==> src/rtl/muldiv_unit.sv <==
// muldiv_unit: iterative RV32M multiply/divide unit with a one-cycle register-file writeback.
// Define MULDIV_DIV_EN to build the restoring divider; without it ops 4-7 retire at once with no write.
module muldiv_unit #(
  parameter int unsigned XLEN = 32
) (
  input  logic            clk,
  input  logic            rst_n,
  input  logic            start_i,
  input  logic [2:0]      op_i,
  input  logic [XLEN-1:0] rs1_i,
  input  logic [XLEN-1:0] rs2_i,
  input  logic [4:0]      rd_i,
  input  logic            flush_i,
  output logic            busy_o,
  output logic            done_o,
  output logic            wr_en_o,
  output logic [4:0]      wrd_o,
  output logic [XLEN-1:0] wdata_o
);

  localparam int unsigned PW = 2 * XLEN;
  localparam int unsigned CW = 5;

  localparam logic [2:0] OP_MUL    = 3'd0;
  localparam logic [2:0] OP_MULH   = 3'd1;
  localparam logic [2:0] OP_MULHSU = 3'd2;
  localparam logic [2:0] OP_MULHU  = 3'd3;
  localparam logic [2:0] OP_DIV    = 3'd4;
  localparam logic [2:0] OP_DIVU   = 3'd5;
  localparam logic [2:0] OP_REM    = 3'd6;
  localparam logic [2:0] OP_REMU   = 3'd7;

  typedef enum logic [1:0] {
    S_IDLE = 2'd0,
    S_CALC = 2'd1,
    S_FIX  = 2'd2,
    S_DONE = 2'd3
  } state_e;

  state_e          state_q, state_d;
  logic [CW-1:0]   cnt_q, cnt_d;
  logic [PW-1:0]   prod_q, prod_d;
  logic [XLEN-1:0] a_q, a_d;
  logic [2:0]      op_q, op_d;
  logic            neg_q, neg_d;
`ifdef MULDIV_DIV_EN
  logic [XLEN-1:0] b_q, b_d;
  logic            rneg_q, rneg_d;
  logic            div0_q, div0_d;
`endif
  logic            busy_q, busy_d;
  logic            done_q, done_d;
  logic            wr_en_q, wr_en_d;
  logic [4:0]      wrd_q, wrd_d;
  logic [XLEN-1:0] wdata_q, wdata_d;

  logic            s1_sgn, s2_sgn, neg1, neg2;
  logic [XLEN-1:0] abs1, abs2;
  logic [XLEN:0]   mul_sum;
  logic [PW-1:0]   mul_step, prod_neg;
  logic [XLEN-1:0] mulh_res, fix_res;
`ifdef MULDIV_DIV_EN
  logic [XLEN:0]   div_sh, div_diff;
  logic [PW-1:0]   div_step;
  logic [XLEN-1:0] quo_res, rem_res;
`endif

  // Operand magnitudes and sign flags captured on accept
  always_comb begin
    s1_sgn = (op_i == OP_MULH) || (op_i == OP_MULHSU) || (op_i == OP_DIV) || (op_i == OP_REM);
    s2_sgn = (op_i == OP_MULH) || (op_i == OP_DIV) || (op_i == OP_REM);
    neg1   = s1_sgn & rs1_i[XLEN-1];
    neg2   = s2_sgn & rs2_i[XLEN-1];
    abs1   = neg1 ? (XLEN'(0) - rs1_i) : rs1_i;
    abs2   = neg2 ? (XLEN'(0) - rs2_i) : rs2_i;
  end

  // Iteration steps and result selection; low half of prod holds multiplier / dividend bits
  always_comb begin
    mul_sum  = {1'b0, prod_q[PW-1:XLEN]} + (prod_q[0] ? {1'b0, a_q} : {(XLEN+1){1'b0}});
    mul_step = {mul_sum, prod_q[XLEN-1:1]};
    prod_neg = PW'(0) - prod_q;
    mulh_res = neg_q ? prod_neg[PW-1:XLEN] : prod_q[PW-1:XLEN];
`ifdef MULDIV_DIV_EN
    div_sh   = {prod_q[PW-1:XLEN], prod_q[XLEN-1]};
    div_diff = div_sh - {1'b0, b_q};
    // partial remainder stays below 2^32, so the top diff bit is exactly the borrow
    div_step = div_diff[XLEN] ? {div_sh[XLEN-1:0], prod_q[XLEN-2:0], 1'b0}
                              : {div_diff[XLEN-1:0], prod_q[XLEN-2:0], 1'b1};
    quo_res  = div0_q ? {XLEN{1'b1}}
                      : (neg_q ? (XLEN'(0) - prod_q[XLEN-1:0]) : prod_q[XLEN-1:0]);
    rem_res  = rneg_q ? (XLEN'(0) - prod_q[PW-1:XLEN]) : prod_q[PW-1:XLEN];
`endif
    fix_res = '0;
    case (op_q)
      OP_MUL:                       fix_res = prod_q[XLEN-1:0];
      OP_MULH, OP_MULHSU, OP_MULHU: fix_res = mulh_res;
`ifdef MULDIV_DIV_EN
      OP_DIV, OP_DIVU:              fix_res = quo_res;
      OP_REM, OP_REMU:              fix_res = rem_res;
`else
      OP_DIV, OP_DIVU, OP_REM, OP_REMU: fix_res = '0;
`endif
      default:                      fix_res = '0;
    endcase
  end

  // Next-state and registered-output logic
  always_comb begin
    state_d = state_q;
    cnt_d   = cnt_q;
    prod_d  = prod_q;
    a_d     = a_q;
    op_d    = op_q;
    neg_d   = neg_q;
`ifdef MULDIV_DIV_EN
    b_d     = b_q;
    rneg_d  = rneg_q;
    div0_d  = div0_q;
`endif
    busy_d  = busy_q;
    done_d  = 1'b0;
    wr_en_d = 1'b0;
    wrd_d   = wrd_q;
    wdata_d = '0;

    case (state_q)
      S_CALC: begin
        cnt_d = cnt_q + CW'(1);
`ifdef MULDIV_DIV_EN
        prod_d = op_q[2] ? div_step : mul_step;
`else
        prod_d = mul_step;
`endif
        if (cnt_q == CW'(XLEN - 1)) state_d = S_FIX;
      end
      S_FIX: begin
        state_d = S_DONE;
        busy_d  = 1'b0;
        done_d  = 1'b1;
        wr_en_d = (wrd_q != 5'd0);
        wdata_d = fix_res;
      end
      S_DONE:  state_d = S_IDLE;
      default: ;
    endcase

    // flush beats everything outside IDLE; in IDLE a start is taken regardless of flush
    if (flush_i && (state_q != S_IDLE)) begin
      state_d = S_IDLE;
      cnt_d   = '0;
      busy_d  = 1'b0;
      done_d  = 1'b0;
      wr_en_d = 1'b0;
      wdata_d = '0;
    end else if (start_i && !busy_q) begin
      op_d   = op_i;
      wrd_d  = rd_i;
      a_d    = abs1;
      neg_d  = neg1 ^ neg2;
      cnt_d  = '0;
      prod_d = {XLEN'(0), (op_i[2] ? abs1 : abs2)};
`ifdef MULDIV_DIV_EN
      b_d     = abs2;
      rneg_d  = neg1;
      div0_d  = (rs2_i == '0);
      state_d = S_CALC;
      busy_d  = 1'b1;
`else
      if (op_i[2]) begin
        state_d = S_DONE;
        busy_d  = 1'b0;
        done_d  = 1'b1;
      end else begin
        state_d = S_CALC;
        busy_d  = 1'b1;
      end
`endif
    end
  end

  always_ff @(posedge clk or negedge rst_n) begin
    if (!rst_n) begin
      state_q <= S_IDLE;
      cnt_q   <= '0;
      prod_q  <= '0;
      a_q     <= '0;
      op_q    <= '0;
      neg_q   <= 1'b0;
`ifdef MULDIV_DIV_EN
      b_q     <= '0;
      rneg_q  <= 1'b0;
      div0_q  <= 1'b0;
`endif
      busy_q  <= 1'b0;
      done_q  <= 1'b0;
      wr_en_q <= 1'b0;
      wrd_q   <= '0;
      wdata_q <= '0;
    end else begin
      state_q <= state_d;
      cnt_q   <= cnt_d;
      prod_q  <= prod_d;
      a_q     <= a_d;
      op_q    <= op_d;
      neg_q   <= neg_d;
`ifdef MULDIV_DIV_EN
      b_q     <= b_d;
      rneg_q  <= rneg_d;
      div0_q  <= div0_d;
`endif
      busy_q  <= busy_d;
      done_q  <= done_d;
      wr_en_q <= wr_en_d;
      wrd_q   <= wrd_d;
      wdata_q <= wdata_d;
    end
  end

  assign busy_o  = busy_q;
  assign done_o  = done_q;
  assign wr_en_o = wr_en_q;
  assign wrd_o   = wrd_q;
  assign wdata_o = wdata_q;

endmodule

==> config.mk <==
export PLATFORM = sky130hd
export DESIGN_NAME = muldiv_unit
export DESIGN_NICKNAME = d
export VERILOG_FILES = /design/src/rtl/muldiv_unit.sv
export SDC_FILE = /design/constraint.sdc
export NUM_CORES = 1
export LEC_CHECK = 0
export CAP_MARGIN = 20
export CORE_MARGIN = 2
export CORE_UTILIZATION = 45
export DETAILED_ROUTE_END_ITERATION = 7
export GPL_ROUTABILITY_DRIVEN = 1
export GPL_TIMING_DRIVEN = 0
export PLACE_DENSITY_LB_ADDON = 0.25
export SLEW_MARGIN = 40
export SYNTH_ARGS = -nofsm -noshare
export SYNTH_HDL_FRONTEND = slang
export SYNTH_SLANG_ARGS = --single-unit
==> constraint.sdc <==
create_clock -name clk -period 4.5 [get_ports clk]
set_clock_uncertainty 0.05 [all_clocks]
set_input_delay 0.45 -clock clk [delete_from_list [all_inputs] [get_ports clk]]
set_output_delay 0.45 -clock clk [all_outputs]
set_load 0.005 [all_outputs]
==> run summary <==
Critical Path AT = 4220 ps
Post-route DRC = 0
Hold Path Depth = 2
Post-synthesis register bit count = 147
DRT antenna net count = 0
Initial antenna violation count = 0
Met3 Use GR = 5.487%
Die ar. = 24,110 µm²
Cells after Synth = 1,243
Detailed placement HPWL = 26,120 µm
Gpl congestion = 0.9723
Worst skew pair latency = 440 ps
PortBufs = 114
Leak = 5.405 nW
Largest net degree at the start of global routing = 69
I/O pins = 116
Post-synthesis sequential area ratio = 35.73%
Slew margin rel. = 44.92%
Hold Path Sink = state_q[0]
RSZ-0062 raised after global routing = no
R2R cell count = 10
Min-Delay Startpoint = flush_i
Placed inst area = 11,860 µm²
Fillers = 2,133
CP Capture Type = flip-flop
Register area = 3679 µm²
Hold Crit Class = in2reg
GR met1 Demand/Resource = 39.33%
Antenna Cells = 0
Worst-margin pin slew = 826.2 ps
Status = complete, no violations
Post-synthesis net count = 1,356
P&R area growth vs syn = 21.33%
Layout Nets = 1,492
First-pass GRT wire length = 53,830 µm
Synth Area per Inst = 8.283 µm²
Number of DRC markers in iteration 0 = 895
Top cells by area, synth = dfrtp_1 36%, nand2_1 7.1%, xor2_1 4.5%
H-tree Lvls = 4
CP required = 4760 ps
Dominant cell type by area after synthesis = dfrtp_1
Yosys cell types = 75
Main flop type after synthesis = dfrtp_1
Final period utilization = 88.08%
WS Path Type = reg2reg
Gr busiest metal = met2
DR pass1 iterations = 7
Max-slew violations = 0
Die width = 155.3 µm
Grt ovf = 0
Final hold violations = 0
Worst hold slack = 385.9 ps
Reg-to-reg slack, setup = 540 ps
VDD IR max = 264.0 µV
Rows = 55
Footprint of the multi-input gates = 6242 µm²
Maximum clock insertion buffer count = 2
Vias/cell = 5.986
Clock slew at reported path FFs = 70 ps
Design Area, Final = 12,490 µm²
Root buf cell = clkbuf_16
Post-Syn Area = 10,300 µm²
Cell with the most instances after synthesis = nand2_1
Async SR Flop Fraction = 100.0%
Core Area = 22,570 µm²
Wire length per cell = 20.19 µm
Final setup viols = 0
Share of layout cells above drive strength 1 = 4.382%
Achievable Freq = 252.3 MHz
GR Util met2 = 45.95%
Post-synth top cells = 194 x nand2_1, 147 x dfrtp_1, 95 x nor2_1
Syn. warnings = 0
# resized after CTS = 0
Top-area cell type share of the netlist area = 35.73%
EDFF count, synth = 0
Tmin final = 3963 ps
FF-to-FF End = prod_q[52]
PD cells = 620.2 nW/µm²
Initial Util = 45.62%
WL final = 33,850 µm
CP startpoint kind = flip-flop
Max Cap Viol = 0
Clk sinks = 147
CTS tree = built
Num CTS Buffers = 17
Die Y = 155.3 µm
Critical Path Fanout Max = 10
GRT Total Usage = 28.76%
Vias in the first global route = 9,751
Detailed-route via count = 10.04k
Worst R2R Start = prod_q[0]
sequential cells by signal, summed over array words and instances (netlist names):
name / cells
busy_o: 1
wdata_o: 32
wr_en_o: 1
a_q: 32
op_q: 3
neg_q: 1
state_q: 2
prod_q: 64
wrd_o: 5
done_o: 1
cnt_q: 5
per-stage QoR:
stage	utilization (%)	power [mW]	worst slack [ps]	std cells	TNS, ps
finish	55.34	7.748	536.6	1677	0
global route	55.34	8.268	264.2	1677	0
CTS	55.26	7.638	598.4	1677	0
detailed placement	52.53	6.127	565.6	1644	0
global placement	52.25	6.071	-3111	1642	-454480
floorplan	-	4.818	1403	1243	0
layout by cell type (no fill, tap or decap), types with 8 or more instances in the layout:
master           Yosys  final
a21o_1              25     25
o31ai_1             12     11
mux2i_1             22     22
nand3_1             16     16
nor4_1              13     12
xor2_1              53     53
inv_1               24     24
a211oi_1            39     39
o41ai_1              8      8
nand2_1            194    194
a31oi_1             25     25
or2_2                9      9
or3_1               17     17
and3_1              14     14
nand4_1              8      8
dfrtp_1            147    147
clkdlybuf4s50_1      0    113
a21oi_1             81     81
nor2_1              95     94
o211ai_1            11     11
nor3_1              20     19
o21ai_0             89     89
xnor2_1             52     52
and2_1              39     39
nor2b_1              9      9
or4_1               12     12
ha_1                36     36
clkbuf_16            0     17
clkbuf_1            65     65
timing repair:
item                                   in CTS  in global routing
buffers inserted                            0                  0
hold buffers                                1                  0
endpoints found under the hold margin      33                  0
layer usage:
metal  share of wire, %  wire, µm  vias up
li1                   -         -     4758
met1                 44     15060     4776
met2                 46     15470      455
met3                7.4      2498       49
met4                2.4       824        0
met5                  0         0        -
worst max-delay path by stage:
stage,startpoint,to,depth (start not counted),slack [ps]
CTS,prod_q[0],prod_q[52],10,600
floorplan,prod_q[0],prod_q[53],11,1400
global placement,rst_n,cnt_q[0],1,-3110
finish,prod_q[0],prod_q[52],10,540
detailed placement,prod_q[0],prod_q[52],10,570
global route,prod_q[0],prod_q[52],10,260
cell type report:
cell class | instances | area share (%)
Timing Repair Buffer | 117 | 9.695
Multi-Input combinational cell | 995 | 49.97
Sequential cell | 147 | 29.45
Clock buffer | 17 | 3.405
Buffer | 76 | 2.424
Inverter | 25 | 0.7512
Tap cell | 285 | 2.855
Clock inverter | 15 | 1.452
cell families (layout without fill, tap and decap cells):
group	after synthesis	after routing	share of synthesized area [%]
AND/OR/NAND/NOR	475	475	22.21
AO/OA/AOI/OAI	356	356	22.58
flip-flops	147	147	35.73
XOR/XNOR	105	105	8.932
buffers and inverters	101	250	3.840
adder cells (fa/ha/maj)	37	37	4.569
multiplexers	22	22	2.139
worst max-delay path, cell delays in order (launching register included):
cell,delay (ps)
dfrtp_1,480
clkbuf_1,210
and2_1,170
ha_1,340
a21oi_1,140
a2111oi_1,740
o21ai_0,450
a31oi_1,530
a21oi_1,160
xor2_1,170
a2111oi_0,400
power breakdown:
group | switching [mW] | internal, mW | total [mW]
registers | 0.544 | 1.81 | 2.36
clock network | 0.681 | 0.802 | 1.48
logic | 2.43 | 1.48 | 3.91
Power figures use the tool's default switching activity.
